===== src/rtl/fnd_pkg.sv =====
// fnd_pkg: shared constants and types for the 4-digit FND scan display.
//   - Segment codes (active-low, bit0=a .. bit6=g, bit7=dp kept off)
//   - Display geometry and count range
//   - Conversion FSM state type
//   - seg_decode(): BCD digit -> segment code
package fnd_pkg;

    localparam int NUM_DIGITS = 4;
    localparam int MAX_COUNT  = 9999;
    localparam int COUNT_W    = 14;

    localparam logic [7:0] SEG_0     = 8'hC0;
    localparam logic [7:0] SEG_1     = 8'hF9;
    localparam logic [7:0] SEG_2     = 8'hA4;
    localparam logic [7:0] SEG_3     = 8'hB0;
    localparam logic [7:0] SEG_4     = 8'h99;
    localparam logic [7:0] SEG_5     = 8'h92;
    localparam logic [7:0] SEG_6     = 8'h82;
    localparam logic [7:0] SEG_7     = 8'hF8;
    localparam logic [7:0] SEG_8     = 8'h80;
    localparam logic [7:0] SEG_9     = 8'h90;
    localparam logic [7:0] SEG_BLANK = 8'hFF;

    typedef enum logic [1:0] {
        IDLE  = 2'd0,
        SHIFT = 2'd1,
        DONE  = 2'd2
    } conv_state_t;

    function automatic logic [7:0] seg_decode(input logic [3:0] digit);
        logic [7:0] seg;
        case (digit)
            4'd0:    seg = SEG_0;
            4'd1:    seg = SEG_1;
            4'd2:    seg = SEG_2;
            4'd3:    seg = SEG_3;
            4'd4:    seg = SEG_4;
            4'd5:    seg = SEG_5;
            4'd6:    seg = SEG_6;
            4'd7:    seg = SEG_7;
            4'd8:    seg = SEG_8;
            4'd9:    seg = SEG_9;
            default: seg = SEG_BLANK;
        endcase
        return seg;
    endfunction

endpackage


===== src/rtl/bin2bcd_seq.sv =====
// bin2bcd_seq: sequential double-dabble converter, one result every 16 cycles.
// Ports:
//   clk       in   system clock
//   reset     in   synchronous active-high reset
//   bin       in   14-bit binary input, clamped to 9999 when sampled
//   bcd       out  16-bit BCD result (valid while bcd_valid is high)
//   bcd_valid out  one-cycle pulse while the FSM sits in DONE
module bin2bcd_seq
    import fnd_pkg::*;
(
    input  logic                    clk,
    input  logic                    reset,
    input  logic [COUNT_W-1:0]      bin,
    output logic [4*NUM_DIGITS-1:0] bcd,
    output logic                    bcd_valid
);

    conv_state_t               r_state;
    logic [COUNT_W-1:0]        r_bin;
    logic [4*NUM_DIGITS-1:0]   r_bcd;
    logic [3:0]                r_iter;
    logic [4*NUM_DIGITS-2:0]   w_adj;
    logic [COUNT_W-1:0]        w_clamped;

    assign w_clamped = (bin > COUNT_W'(MAX_COUNT)) ? COUNT_W'(MAX_COUNT) : bin;

    // Only the low three nibbles ever need the +3 correction: the final
    // thousands digit is at most 9, so before any shift it is at most 4.
    // That also means bit 15 is always zero before a shift and can be dropped.
    always_comb begin
        w_adj = r_bcd[4*NUM_DIGITS-2:0];
        for (int k = 0; k < NUM_DIGITS - 1; k++) begin
            if (r_bcd[4*k +: 4] >= 4'd5)
                w_adj[4*k +: 4] = r_bcd[4*k +: 4] + 4'd3;
        end
    end

    always_ff @(posedge clk) begin
        if (reset) begin
            r_state   <= IDLE;
            r_bin     <= '0;
            r_bcd     <= '0;
            r_iter    <= '0;
            bcd_valid <= 1'b0;
        end else begin
            bcd_valid <= 1'b0;
            case (r_state)
                IDLE: begin
                    r_bin   <= w_clamped;
                    r_bcd   <= '0;
                    r_iter  <= '0;
                    r_state <= SHIFT;
                end
                SHIFT: begin
                    r_bcd  <= {w_adj, r_bin[COUNT_W-1]};
                    r_bin  <= {r_bin[COUNT_W-2:0], 1'b0};
                    r_iter <= r_iter + 4'd1;
                    if (r_iter == 4'(COUNT_W - 1)) begin
                        r_state   <= DONE;
                        bcd_valid <= 1'b1;
                    end
                end
                DONE: begin
                    r_state <= IDLE;
                end
                default: begin
                    r_state <= IDLE;
                end
            endcase
        end
    end

    assign bcd = r_bcd;

endmodule


===== src/rtl/fnd_scan_controller.sv =====
// fnd_scan_controller: drives a 4-digit common-anode 7-segment display by
// time-multiplexing, with leading-zero blanking and frame-aligned updates.
// Ports:
//   clk       in   system clock
//   reset     in   synchronous active-high reset
//   count     in   14-bit value to show (values above 9999 show 9999)
//   fnd_data  out  segments, active-low, bit0=a .. bit6=g, bit7=dp (off)
//   fnd_com   out  digit enables, active-low one-hot, [0]=ones .. [3]=thousands
module fnd_scan_controller
    import fnd_pkg::*;
#(
    parameter int SCAN_DIV = 100_000
) (
    input  logic                  clk,
    input  logic                  reset,
    input  logic [COUNT_W-1:0]    count,
    output logic [7:0]            fnd_data,
    output logic [NUM_DIGITS-1:0] fnd_com
);

    localparam int PRESC_W = $clog2(SCAN_DIV);

    logic [PRESC_W-1:0]      r_presc;
    logic [1:0]              r_idx;
    logic [4*NUM_DIGITS-1:0] r_bcd_pending;
    logic [4*NUM_DIGITS-1:0] r_bcd_disp;
    logic                    w_tick;
    logic [4*NUM_DIGITS-1:0] w_bcd;
    logic                    w_bcd_valid;
    logic [3:0]              w_nibble;
    logic                    w_blank;
    logic [7:0]              w_seg;

    bin2bcd_seq u_bin2bcd (
        .clk       (clk),
        .reset     (reset),
        .bin       (count),
        .bcd       (w_bcd),
        .bcd_valid (w_bcd_valid)
    );

    assign w_tick = (r_presc == PRESC_W'(SCAN_DIV - 1));

    // A digit is blank when it and every digit above it are zero; the ones
    // digit always shows so that zero reads "   0".
    always_comb begin
        w_nibble = r_bcd_disp[{r_idx, 2'b00} +: 4];
        case (r_idx)
            2'd1:    w_blank = (r_bcd_disp[15:4]  == 12'd0);
            2'd2:    w_blank = (r_bcd_disp[15:8]  == 8'd0);
            2'd3:    w_blank = (r_bcd_disp[15:12] == 4'd0);
            default: w_blank = 1'b0;
        endcase
        w_seg = w_blank ? SEG_BLANK : seg_decode(w_nibble);
    end

    always_ff @(posedge clk) begin
        if (reset) begin
            r_presc       <= '0;
            r_idx         <= 2'd0;
            r_bcd_pending <= '0;
            r_bcd_disp    <= '0;
            fnd_com       <= 4'b1110;
            fnd_data      <= SEG_0;
        end else begin
            if (w_bcd_valid)
                r_bcd_pending <= w_bcd;

            if (w_tick) begin
                r_presc <= '0;
                r_idx   <= r_idx + 2'd1;
                // Frame boundary: the only point where the shown value changes,
                // so a frame never mixes digits of two different values.
                if (r_idx == 2'd3)
                    r_bcd_disp <= r_bcd_pending;
            end else begin
                r_presc <= r_presc + 1'b1;
            end

            fnd_com  <= ~(4'b0001 << r_idx);
            fnd_data <= w_seg;
        end
    end

endmodule


===== config.mk =====
export PLATFORM = sky130hd
export DESIGN_NAME = fnd_scan_controller
export DESIGN_NICKNAME = d
export VERILOG_FILES = /design/src/rtl/fnd_pkg.sv /design/src/rtl/bin2bcd_seq.sv /design/src/rtl/fnd_scan_controller.sv
export SDC_FILE = /design/constraint.sdc
export NUM_CORES = 1
export LEC_CHECK = 0
export BUFFER_PORTS_ARGS = -buffer_cell sky130_fd_sc_hd__buf_2
export CAP_MARGIN = 20
export CORE_ASPECT_RATIO = 1.75
export CORE_MARGIN = 2
export CORE_UTILIZATION = 35
export DETAILED_ROUTE_END_ITERATION = 8
export PLACE_DENSITY = 0.6
export RECOVER_POWER = 25
export SETUP_SLACK_MARGIN = 0.5
export SLEW_MARGIN = 20
export SYNTH_ARGS = -nofsm -noshare
export SYNTH_HDL_FRONTEND = slang
export SYNTH_SLANG_ARGS = --single-unit

===== constraint.sdc =====
create_clock -name clk -period 1.97 [get_ports clk]
set_input_delay 0.2955 -clock clk [delete_from_list [all_inputs] [get_ports clk]]
set_output_delay 0.2955 -clock clk [all_outputs]
set_load 0.01 [all_outputs]

Yosys cells after proc, flatten, opt, wreduce, memory -nomap -nowiden:

Memories as Yosys holds them, arrays and structs flattened.
Cells that the tools add are included.

* register bits: 100
* bits in read-only memories: 112
* input bits: 16
* output and inout bits: 12
* word-level logic and storage cells: 55
* memories kept: 1

* $add $sub $neg: 6
* magnitude comparators: 4
* equality and inequality tests: 7
* shifts and indexed selects: 2
* muxes and demuxes: 12
* bitwise gates (word level): 2
* reduce and logical (&&, ||, !) cells: 9

Memory list
* (no name shown): words 16, bits a word 7, read ports 1, clocked after memory_dff 0, write ports 0, line fnd_pkg.sv:32 `case (digit)`

Operators with widths (number)
* one-hot mux 16 bit (2 select lines): 1
* one-hot mux 14 bit (2 select lines): 1
* adder 17 x 1 -> 17 bit (second input constant): 1
* equality test 17 bit (second input constant): 1
* variable part select 16 x 5 -> 4 bit: 1
* > comparator 14 bit (second input constant): 1
* 2-to-1 mux 14 bit: 1
* adder 4 x 2 -> 4 bit (second input constant): 3
* greater-or-equal comparator 4 x 3 -> 1 bit (second input constant): 3
* logical NOT 12 bit: 1
* 2-to-1 mux 4 bit: 3
* logical NOT 8 bit: 1
* one-hot mux 4 bit (2 select lines): 1
* 2-to-1 mux 6 bit: 1
* OR reduction 2 bit: 3
* adder 4 x 1 -> 4 bit (second input constant): 1
* equality test 2 x 1 -> 1 bit (second input constant): 2
* equality test 2 bit (second input constant): 2
* equality test 4 bit (second input constant): 1
* logical NOT 4 bit: 1
* inverter 4 bit: 1
* one-hot mux 2 bit (2 select lines): 1
* left shift 1 x 2 -> 4 bit (first input constant): 1
* one-hot mux 1 bit (3 select lines): 1
* other kinds (8): 8

Longest topological paths before layout:

Gate-level depths: netlist of the first run.

* depth after elaboration: 3
* mapped depth: 8
* mapped depth without buffers: 7

Cells and area by module:

Synthesis of the first run repeated with hierarchy kept, for this count alone.

* cell total of the unflattened synthesis: 513
* area total of the unflattened synthesis: 4779.6 um^2

Modules (own cells, without submodules)
* fnd_scan_controller: times used 1, cells each 289, area each 2889.0 um^2, sequential area each 1241.2 um^2
* bin2bcd_seq: times used 1, cells each 224, area each 1890.6 um^2, sequential area each 740.7 um^2

Least setup slack after synthesis of the first run:

No wires, ideal clock.

* path kind: register to register
* start point: register r_idx[0]
* end point: register fnd_data[1]
* setup time: 0.145 ns
* arrival time: 1.806 ns
* data required time: 1.825 ns
* slack: 0.019 ns
* cell stages (with the launch flop): 8
* buffers on the path: 1
* period minus slack after synthesis: 1.951 ns
* cell sequence: dfxtp_1 -> buf_2 -> mux4_2 -> inv_1 -> ha_1 -> a21oi_1 -> or2_1 -> a21oi_1

* word-level cells in the longest chain between the ends: 3
* elaborated cells between the ends (all ways): 7
* those cells by class: eq/ne (3); shift (1); mux (2); memory (1)

RTL lines
* start, declared: line fnd_scan_controller.sv:24 `logic [1:0] r_idx;`
* start signal, assigned: line fnd_scan_controller.sv:71 `r_idx <= r_idx + 2'd1;`
* variable part select 16 x 5 -> 4 bit (tied with other cells): line fnd_scan_controller.sv:47 `w_nibble = r_bcd_disp[{r_idx, 2'b00} +: 4];`
* memory read (16 x 7 bit) / one-hot mux 1 bit (3 select lines) (equally long branches)
* 2-to-1 mux 6 bit (*): line fnd_scan_controller.sv:54 `w_seg = w_blank ? SEG_BLANK : seg_decode(w_nibble);`
* end signal, assigned: line fnd_scan_controller.sv:81 `fnd_data <= w_seg;`
* end, declared: line fnd_scan_controller.sv:17 `output logic [7:0] fnd_data,`

Every way passes the cells marked *; elsewhere a longest branch is shown, timed or not.
A chain may end at the register's enable or synchronous reset.

Worst setup path in the final report of the first run:

* start point: register r_idx[0]
* end point: register fnd_data[3]

The elaborated chain is that of the path after synthesis.

==> flow_metrics.tcl, run 1 <==
set metrics [dict create \
    run_status "complete, no violations" \
    leakage_nw 2.079 \
    die-area_sq_um 13590 \
    num_vias 3501 \
    hold_ws_ps 213.2 \
    top_layer "met4" \
    setup_viol 0 \
    synth.top_cell.area_share_pct 44.80 \
    root_buffer "clkbuf_16" \
    drc_errors 0 \
    synth_cells 490 \
    num-fill-cells 1253 \
    drt_iter0_markers 116 \
    ys_ff_latch 99 \
    synthFlopType "dfxtp_1" \
    finalWirelength_um 9406 \
    syn_nets 525 \
    fin_util_pct 42.87 \
    final-instance-count-excl-fill 703 \
    synth_edf_count 0 \
    cts.sinks 99 \
    crit_path_end_kind "register" \
    dr_wl_met3_um 270 \
    placed_cell_area_sq_um 4777 \
    grt_pass1_vias 3537 \
    port_buffers 26 \
    synth.distinct_cells 48 \
    postCtsHoldBufs 0 \
    drv_slew 0 \
    antenna_found_initial 0 \
    max-vdd-ir-drop_mv 0.4521 \
    crit_fanout 6 \
    slew_headroom_pct 25.73 \
    routed_via_density 4.980 \
    drive_above_1_share_pct 19.25 \
    placed_cells 670 \
    antennaDiodeCount 0 \
    synth_area_sq_um 4424 \
    p_per_area_nw_per_um2 742.7 \
    fin_area_sq_um 5330 \
    grt_max_degree 83 \
    htreeDepth 3 \
    critPathLaunchType "register" \
    dr.pass1.iters 4 \
    ant_nets 0 \
    cts_tree "done" \
    period_minus_slack_ps 1754 \
    hold_class "in -> reg" \
    final_common_cell "dfxtp_1" \
    area_delta_synth_final_pct 20.48 \
    grtUsageTotal_pct 14.43 \
    hold_violations 0 \
    async_reset_ff_share_pct 0 \
    hpwlAfterDp_um 6415 \
    fin_nets 565 \
    yosys_warnings 0 \
    drv_cap 0 \
    ioPinCount 28 \
    worst_pin_slew_ps 1114 \
    coreArea_sq_um 12430 \
    fmax_mhz 570.1 \
    worstPathArrival_ps 1980 \
    cp.required_ps 2190 \
    clkLatencyLatePin_ps 340 \
    wl_per_cell_um 13.38 \
    clk_pin_slew_worst_paths_ps 70 \
    clk_path_buf_depth 2 \
    layout_common_cells "90 x dfxtp_1, 89 x nor2_1, 38 x a21oi_1" \
    gp_congestion 0.8519 \
    grt_pass1_wl_um 15740 \
    rsz0062_at_grt "yes" \
    multi_input_area_sq_um 2371 \
    crit_type "reg -> reg" \
    yosysSeqAreaShare_pct 44.80 \
    yosys.area.top_type "dfxtp_1" \
    start_util_pct 35.59 \
    num_rows 54 \
    min_period_over_period_pct 89.04 \
    grt_overflow 0 \
    yosys-top-cells-area "dfxtp_1 45%, nor2_1 7.7%, mux2i_1 7.7%" \
    regArea_sq_um 1996 \
    finalSetupTns_ps 0 \
    wl_met2_um 5113 \
    cts_made_buffers 9 \
    die_y_um 152.7 \
    skew_ps 9.168 \
    wl_met1_um 3691 \
    syn_area_per_cell_sq_um 9.029 \
    die_w_um 88.99 \
]
==> synthesized netlist by cell type, types with 7 or more instances <==
cell and count:
dfxtp_1 99, nor2_1 91, a21oi_1 43, mux2i_1 34, clkbuf_1 20, ha_1 19
a22oi_1 17, inv_1 17, nand2_1 15, nand3_1 15, o21ai_1 13, xor2_1 13
o21ai_0 9, xnor2_1 9, nand2b_1 8, nor3b_1 7
==> what timing repair did <==
| action | CTS | global route |
|---|---|---|
| buffers inserted | 11 | 5 |
| gates resized for setup | 15 | 22 |
| cloned | 1 | 0 |
| hold endpoints to repair | 0 | 0 |
| endpoints found under the setup margin | 49 | 61 |
| pin swaps | 8 | 13 |
==> logic make-up after synthesis <==
kind of cell	Yosys count	synth area share [%]
and+or+nand+nor	171	18.92
DFF	99	44.80
AOI/OAI and AO/OA	94	12.25
buffers and inverters	45	4.242
muxes	39	9.983
xor gates and xnor gates	22	4.355
adders and majority gates	19	5.373
other	1	0.08476
==> power by group <==
group / internal [mW] / switching, mW / leakage (nW)
logic: 0.0585 / 0.0847 / 1.13
registers: 2.02 / 0.0204 / 0.806
clock network: 0.991 / 0.779 / 0.146
==> layer usage <==
metal  track usage [%]  vias up
met3             3.250       36
met2             26.44       67
met1             14.46     1633
li1                  -     1765
met4             7.605        0
met5                 0        -
==> state kept, by name (all words and copies together) (netlist names) <==
register	cells
u_bin2bcd.r_bin	14
u_bin2bcd.bcd_valid	1
u_bin2bcd.r_state	2
r_idx	2
fnd_com	4
r_bcd_pending	16
r_presc	17
r_bcd_disp	16
u_bin2bcd.r_iter	4
u_bin2bcd.bcd	16
fnd_data	7
==> stage by stage <==
| step | worst slack (ps) | total power, mW |
|---|---|---|
| finish | 215.9 | 3.958 |
| global route | 111.0 | 4.114 |
| CTS | 232.2 | 4.019 |
| detailed placement | 119.0 | 2.230 |
| global placement | 178.1 | 2.226 |
| floorplan | 229.1 | 2.182 |
==> worst paths after layout <==
check	end	startpoint	depth (start not counted)	slack [ps]
min	u_bin2bcd.r_bin[5]	count[5]	3	210
max reg2reg	fnd_data[3]	r_idx[0]	7	220
max	fnd_data[3]	r_idx[0]	7	220
min reg2reg	u_bin2bcd.r_bin[0]	u_bin2bcd.r_bin[0]	2	470
==> cell type report <==
| type | count | area share, % |
|---|---|---|
| clock buffer | 9 | 4.225 |
| clock inverter | 7 | 1.385 |
| inverter | 18 | 1.362 |
| multi-input combinational | 346 | 44.48 |
| sequential | 99 | 37.44 |
| tap | 168 | 3.944 |
| timing repair buffer | 56 | 7.160 |
==> worst max-delay path, stage by stage, from the launching register on <==
cell and delay, ps:
dfxtp_4 400, mux4_2 590, buf_4 180, ha_4 150, inv_1 40, o21bai_1 90, o21ai_1 110, a21oi_1 80
Power figures use the tool's default switching activity.
==> run 2, diff against run 1 <==
--- a/config.mk
+++ b/config.mk
@@ -7,11 +7,10 @@
 export LEC_CHECK = 0
 export BUFFER_PORTS_ARGS = -buffer_cell sky130_fd_sc_hd__buf_2
 export CAP_MARGIN = 20
-export CORE_ASPECT_RATIO = 1.75
 export CORE_MARGIN = 2
 export CORE_UTILIZATION = 35
 export DETAILED_ROUTE_END_ITERATION = 8
-export PLACE_DENSITY = 0.6
+export PLACE_DENSITY = 0.58
 export RECOVER_POWER = 25
 export SETUP_SLACK_MARGIN = 0.5
 export SLEW_MARGIN = 20
==> constraint.sdc (replaced) <==
create_clock -name clk -period 1.84 [get_ports clk]
set_input_delay 0.276 -clock clk [delete_from_list [all_inputs] [get_ports clk]]
set_output_delay 0.276 -clock clk [all_outputs]
set_load 0.01 [all_outputs]
==> flow_metrics.tcl, run 2 (synthesized netlist as in run 1, its figures left out) <==
set metrics [dict create \
    final_common_cell "dfxtp_1" \
    largest_register_ffs 17 \
    combinationalPowerShare_pct 4.5 \
    p_per_area_nw_per_um2 748.1 \
    critPathLaunchType "register" \
    drc_errors 0 \
    fin_nets 571 \
    area_delta_synth_final_pct 28.42 \
    routed_via_density 4.926 \
    final-instance-count-excl-fill 712 \
    root_buffer "clkbuf_16" \
    ioPinCount 28 \
    cts_tree "done" \
    cts_made_buffers 9 \
    min_period_over_period_pct 93.50 \
    placed_cell_area_sq_um 4836 \
    finalWirelength_um 9157 \
    crit_type "reg -> reg" \
    htreeDepth 3 \
    postCtsHoldBufs 0 \
    grt_max_degree 83 \
    worst_pin_slew_ps 671.1 \
    power_frac_seq_pct 51.5 \
    num_rows 41 \
    leakage_nw 2.145 \
    crit_fanout 16 \
    grt_overflow 0 \
    clk_pin_slew_worst_paths_ps 70 \
    finalSetupTns_ps 0 \
    drv_cap 0 \
    grtUsageTotal_pct 13.85 \
    ant_nets 0 \
    slew_headroom_pct 54.69 \
    run_status "complete, no violations" \
    hold_violations 0 \
    die-area_sq_um 13560 \
    fmax_mhz 581.2 \
    antenna_found_initial 0 \
    drive_above_1_share_pct 27.96 \
    layout_common_cells "88 x dfxtp_1, 72 x nor2_1, 36 x a21oi_1" \
    clk_path_buf_depth 2 \
    die_w_um 116.4 \
    num_vias 3507 \
    top_register "r_presc" \
    rsz0062_at_grt "yes" \
    hold_class "in -> reg" \
    hpwlAfterDp_um 5905 \
    skew_ps 7.220 \
    crit_path_end_kind "register" \
    coreArea_sq_um 12470 \
    drv_slew 0 \
    cts.sinks 99 \
    worst_slack_ps 119.5 \
    worstPathArrival_ps 1940 \
    wl_per_cell_um 12.86 \
    swShare_pct 21.51 \
    drt_iter0_markers 285 \
    start_util_pct 35.49 \
    pre_cts_ws_ps 3.086 \
    setup_viol 0 \
    gp_congestion 0.7393 \
    period_minus_slack_ps 1720 \
    fin_area_sq_um 5682 \
    cp.required_ps 2060 \
    antennaDiodeCount 0 \
    grt_pass1_vias 3217 \
    intPower_mw 3.336 \
    clkLatencyLatePin_ps 340 \
    max-vdd-ir-drop_mv 0.4714 \
    placed_cells 678 \
    clockPowerShare_pct 44.0 \
    grt_pass1_wl_um 15340 \
    p_sw_mw 0.9144 \
    port_buffers 26 \
    r2r_slack_ps 120 \
    die_y_um 116.4 \
    dr.pass1.iters 4 \
]
-- run 2: layout make-up --
type,count,area (sq um)
clock buffers,11,242.7
clock inverters,4,51.30
fillers,1172,6784
inverters,18,75.07
multi-input cells,346,2580
flip-flops and latches,99,2006
well taps,172,215.2
repair buffers,62,511.7
-- run 2: power by group through the flow --
stage          Clock (mW)  Sequential [mW]  Combinational (mW)
4_1_cts              1.92             2.19               0.161
3_3_place_gp            0             2.24               0.145
3_5_place_dp            0             2.24               0.149
6_report             1.87             2.19               0.192
5_1_grt              2.01             2.19               0.215
2_1_floorplan           0             2.23               0.105
-- run 2: repair_timing --
item | 4_1_cts | 5_1_grt
endpoints found under the setup margin | 61 | 64
gates resized for setup | 38 | 58
setup buffers | 13 | 4
gates cloned | 1 | 1
pin swaps | 20 | 15
-- run 2: path summary, 6_finish.rpt --
check                startpoint                  to  cells past startpoint
max                  r_presc[8]      r_bcd_disp[13]                      6
min                    count[7]  u_bin2bcd.r_bin[7]                      3
min reg2reg  u_bin2bcd.r_bin[0]  u_bin2bcd.r_bin[0]                      2
max reg2reg          r_presc[8]      r_bcd_disp[13]                      6
-- run 2: per-stage QoR --
stage / power, mW / hold slack, ps / utilization, %
3_3_place_gp: 2.382 / 444.3 / 38.79
4_1_cts: 4.269 / 191.0 / 43.54
6_report: 4.251 / 200.0 / 45.58
3_5_place_dp: 2.387 / 460.4 / 38.79
5_1_grt: 4.411 / 207.7 / 45.58
2_1_floorplan: 2.336 / 423.7 / -
-- run 2: per-layer routing --
layer  global-route usage, %  wire, um
met2                   22.09      4272
met1                   19.11      4546
met3                   2.387       228
met5                       0         0
met4                   4.444       109
-- run 2: critical path, stage by stage, from the launching register on --
cell,delay (ps)
dfxtp_2,320
or4_4,560
nor3_4,230
nand3_4,100
buf_12,170
mux2i_1,160
nor2_1,60
==> run 3, diff against run 2 <==
--- a/config.mk
+++ b/config.mk
@@ -12,6 +12,7 @@
 export DETAILED_ROUTE_END_ITERATION = 8
 export PLACE_DENSITY = 0.58
 export RECOVER_POWER = 25
+export REMOVE_ABC_BUFFERS = 1
 export SETUP_SLACK_MARGIN = 0.5
 export SLEW_MARGIN = 20
 export SYNTH_ARGS = -nofsm -noshare
==> flow_metrics.tcl, run 3 (synthesized netlist as in run 1, its figures left out) <==
set metrics [dict create \
    period_minus_slack_ps 1750 \
    final_common_cell "dfxtp_1" \
    top_register "r_presc" \
    area_delta_synth_final_pct 28.76 \
    finalPower_mw 4.337 \
    hold_path_depth 3 \
    crit_path_end_kind "register" \
    crit_fanout 8 \
    p_per_area_nw_per_um2 761.3 \
    die_w_um 116.4 \
    largest_register_ffs 17 \
    slew_headroom_pct 24.80 \
    ioPinCount 28 \
    htreeDepth 3 \
    min_period_over_period_pct 95.11 \
    cp.required_ps 2050 \
    leakage_nw 2.166 \
    hold_violations 0 \
    antenna_found_initial 0 \
    gp_congestion 0.8326 \
    finalSetupTns_ps 0 \
    fmax_mhz 571.4 \
    coreArea_sq_um 12470 \
    worst_slack_ps 90.06 \
    clk_path_buf_depth 2 \
    clk_pin_slew_worst_paths_ps 70 \
    grt_pass1_vias 3271 \
    max-vdd-ir-drop_mv 0.4002 \
    die_y_um 116.4 \
    critPathLaunchType "register" \
    die-area_sq_um 13560 \
    num_rows 41 \
    wl_per_cell_um 13.15 \
    drc_errors 0 \
    drive_above_1_share_pct 28.13 \
    port_buffers 26 \
    crit_type "reg -> reg" \
    skew_ps 8.876 \
    start_util_pct 35.49 \
    num_vias 3492 \
    run_status "complete, no violations" \
    cts_tree "done" \
    routed_via_density 4.877 \
    dr.pass1.iters 4 \
    setup_viol 0 \
    clkLatencyLatePin_ps 340 \
    grt_pass1_wl_um 15150 \
    grt_max_degree 51 \
    antennaDiodeCount 0 \
    hold_class "in -> reg" \
    ant_nets 0 \
    root_buffer "clkbuf_16" \
    r2r_cells 6 \
    drt_iter0_markers 130 \
    finalWirelength_um 9417 \
    rsz0062_at_grt "yes" \
    layout_common_cells "88 x dfxtp_1, 72 x nor2_1, 37 x a21oi_1" \
    worstPathArrival_ps 1960 \
    drv_slew 0 \
    pre_cts_ws_ps 24.29 \
    worst_pin_slew_ps 1128 \
    cts_made_buffers 9 \
    cts.sinks 99 \
    grt_overflow 0 \
    drv_cap 0 \
    hpwlAfterDp_um 5963 \
    grtUsageTotal_pct 13.89 \
    fin_nets 575 \
]
[run 3: cell type report]
cell class / count / area (sq um)
Multi-Input combinational cell: 346 / 2576
Clock buffer: 11 / 232.7
Clock inverter: 4 / 76.32
Inverter: 18 / 72.57
Sequential cell: 99 / 2008
Fill cell: 1166 / 6769
Timing Repair Buffer: 66 / 515.5
Tap cell: 172 / 215.2
[run 3: metal layers]
layer	GRT usage [%]	vias up	part of all wire (%)
met4	5.873	0	1.1
met5	0	-	0
met3	1.868	7	1.6
li1	-	1789	-
met2	24.30	23	52
met1	17.15	1673	45
[run 3: critical path, stage by stage, from the launching register on]
cell	delay [ps]
dfxtp_2	320
or4_4	550
nor3_4	220
nand3_4	130
buf_12	170
mux2i_1	160
nor2_1	60
[run 3: through the flow]
| stage | util, % | cells | hold WS (ps) | instance area, sq um |
|---|---|---|---|---|
| finish | 45.70 | 716 | 200.9 | 5697 |
| global placement | 38.84 | 685 | 455.3 | 4842 |
| CTS | 43.11 | 710 | 196.2 | 5374 |
| floorplan | - | 463 | 342.7 | 4304 |
| global route | 45.70 | 716 | 214.8 | 5697 |
| detailed placement | 38.84 | 685 | 466.3 | 4842 |
[run 3: final timing paths]
kind,slack (ps),start,endpoint
setup reg to reg,90,r_presc[13],r_bcd_disp[4]
hold / removal,200,count[7],u_bin2bcd.r_bin[7]
setup / recovery,90,r_presc[13],r_bcd_disp[4]
hold reg to reg,470,u_bin2bcd.r_bin[0],u_bin2bcd.r_bin[0]
[run 3: report_power, final]
part           switching, mW  internal [mW]  total [mW]
clock network          0.792           1.19        1.98
registers             0.0213           2.16        2.18
logic                  0.102         0.0710       0.173
total                  0.916           3.42        4.34
[run 3: timing repair]
item,CTS,global route
hold buffers,0,0
pin swaps,16,46
gates resized for setup,45,72
setup endpoints to repair,54,53
buffers inserted,9,5
gates cloned,1,1
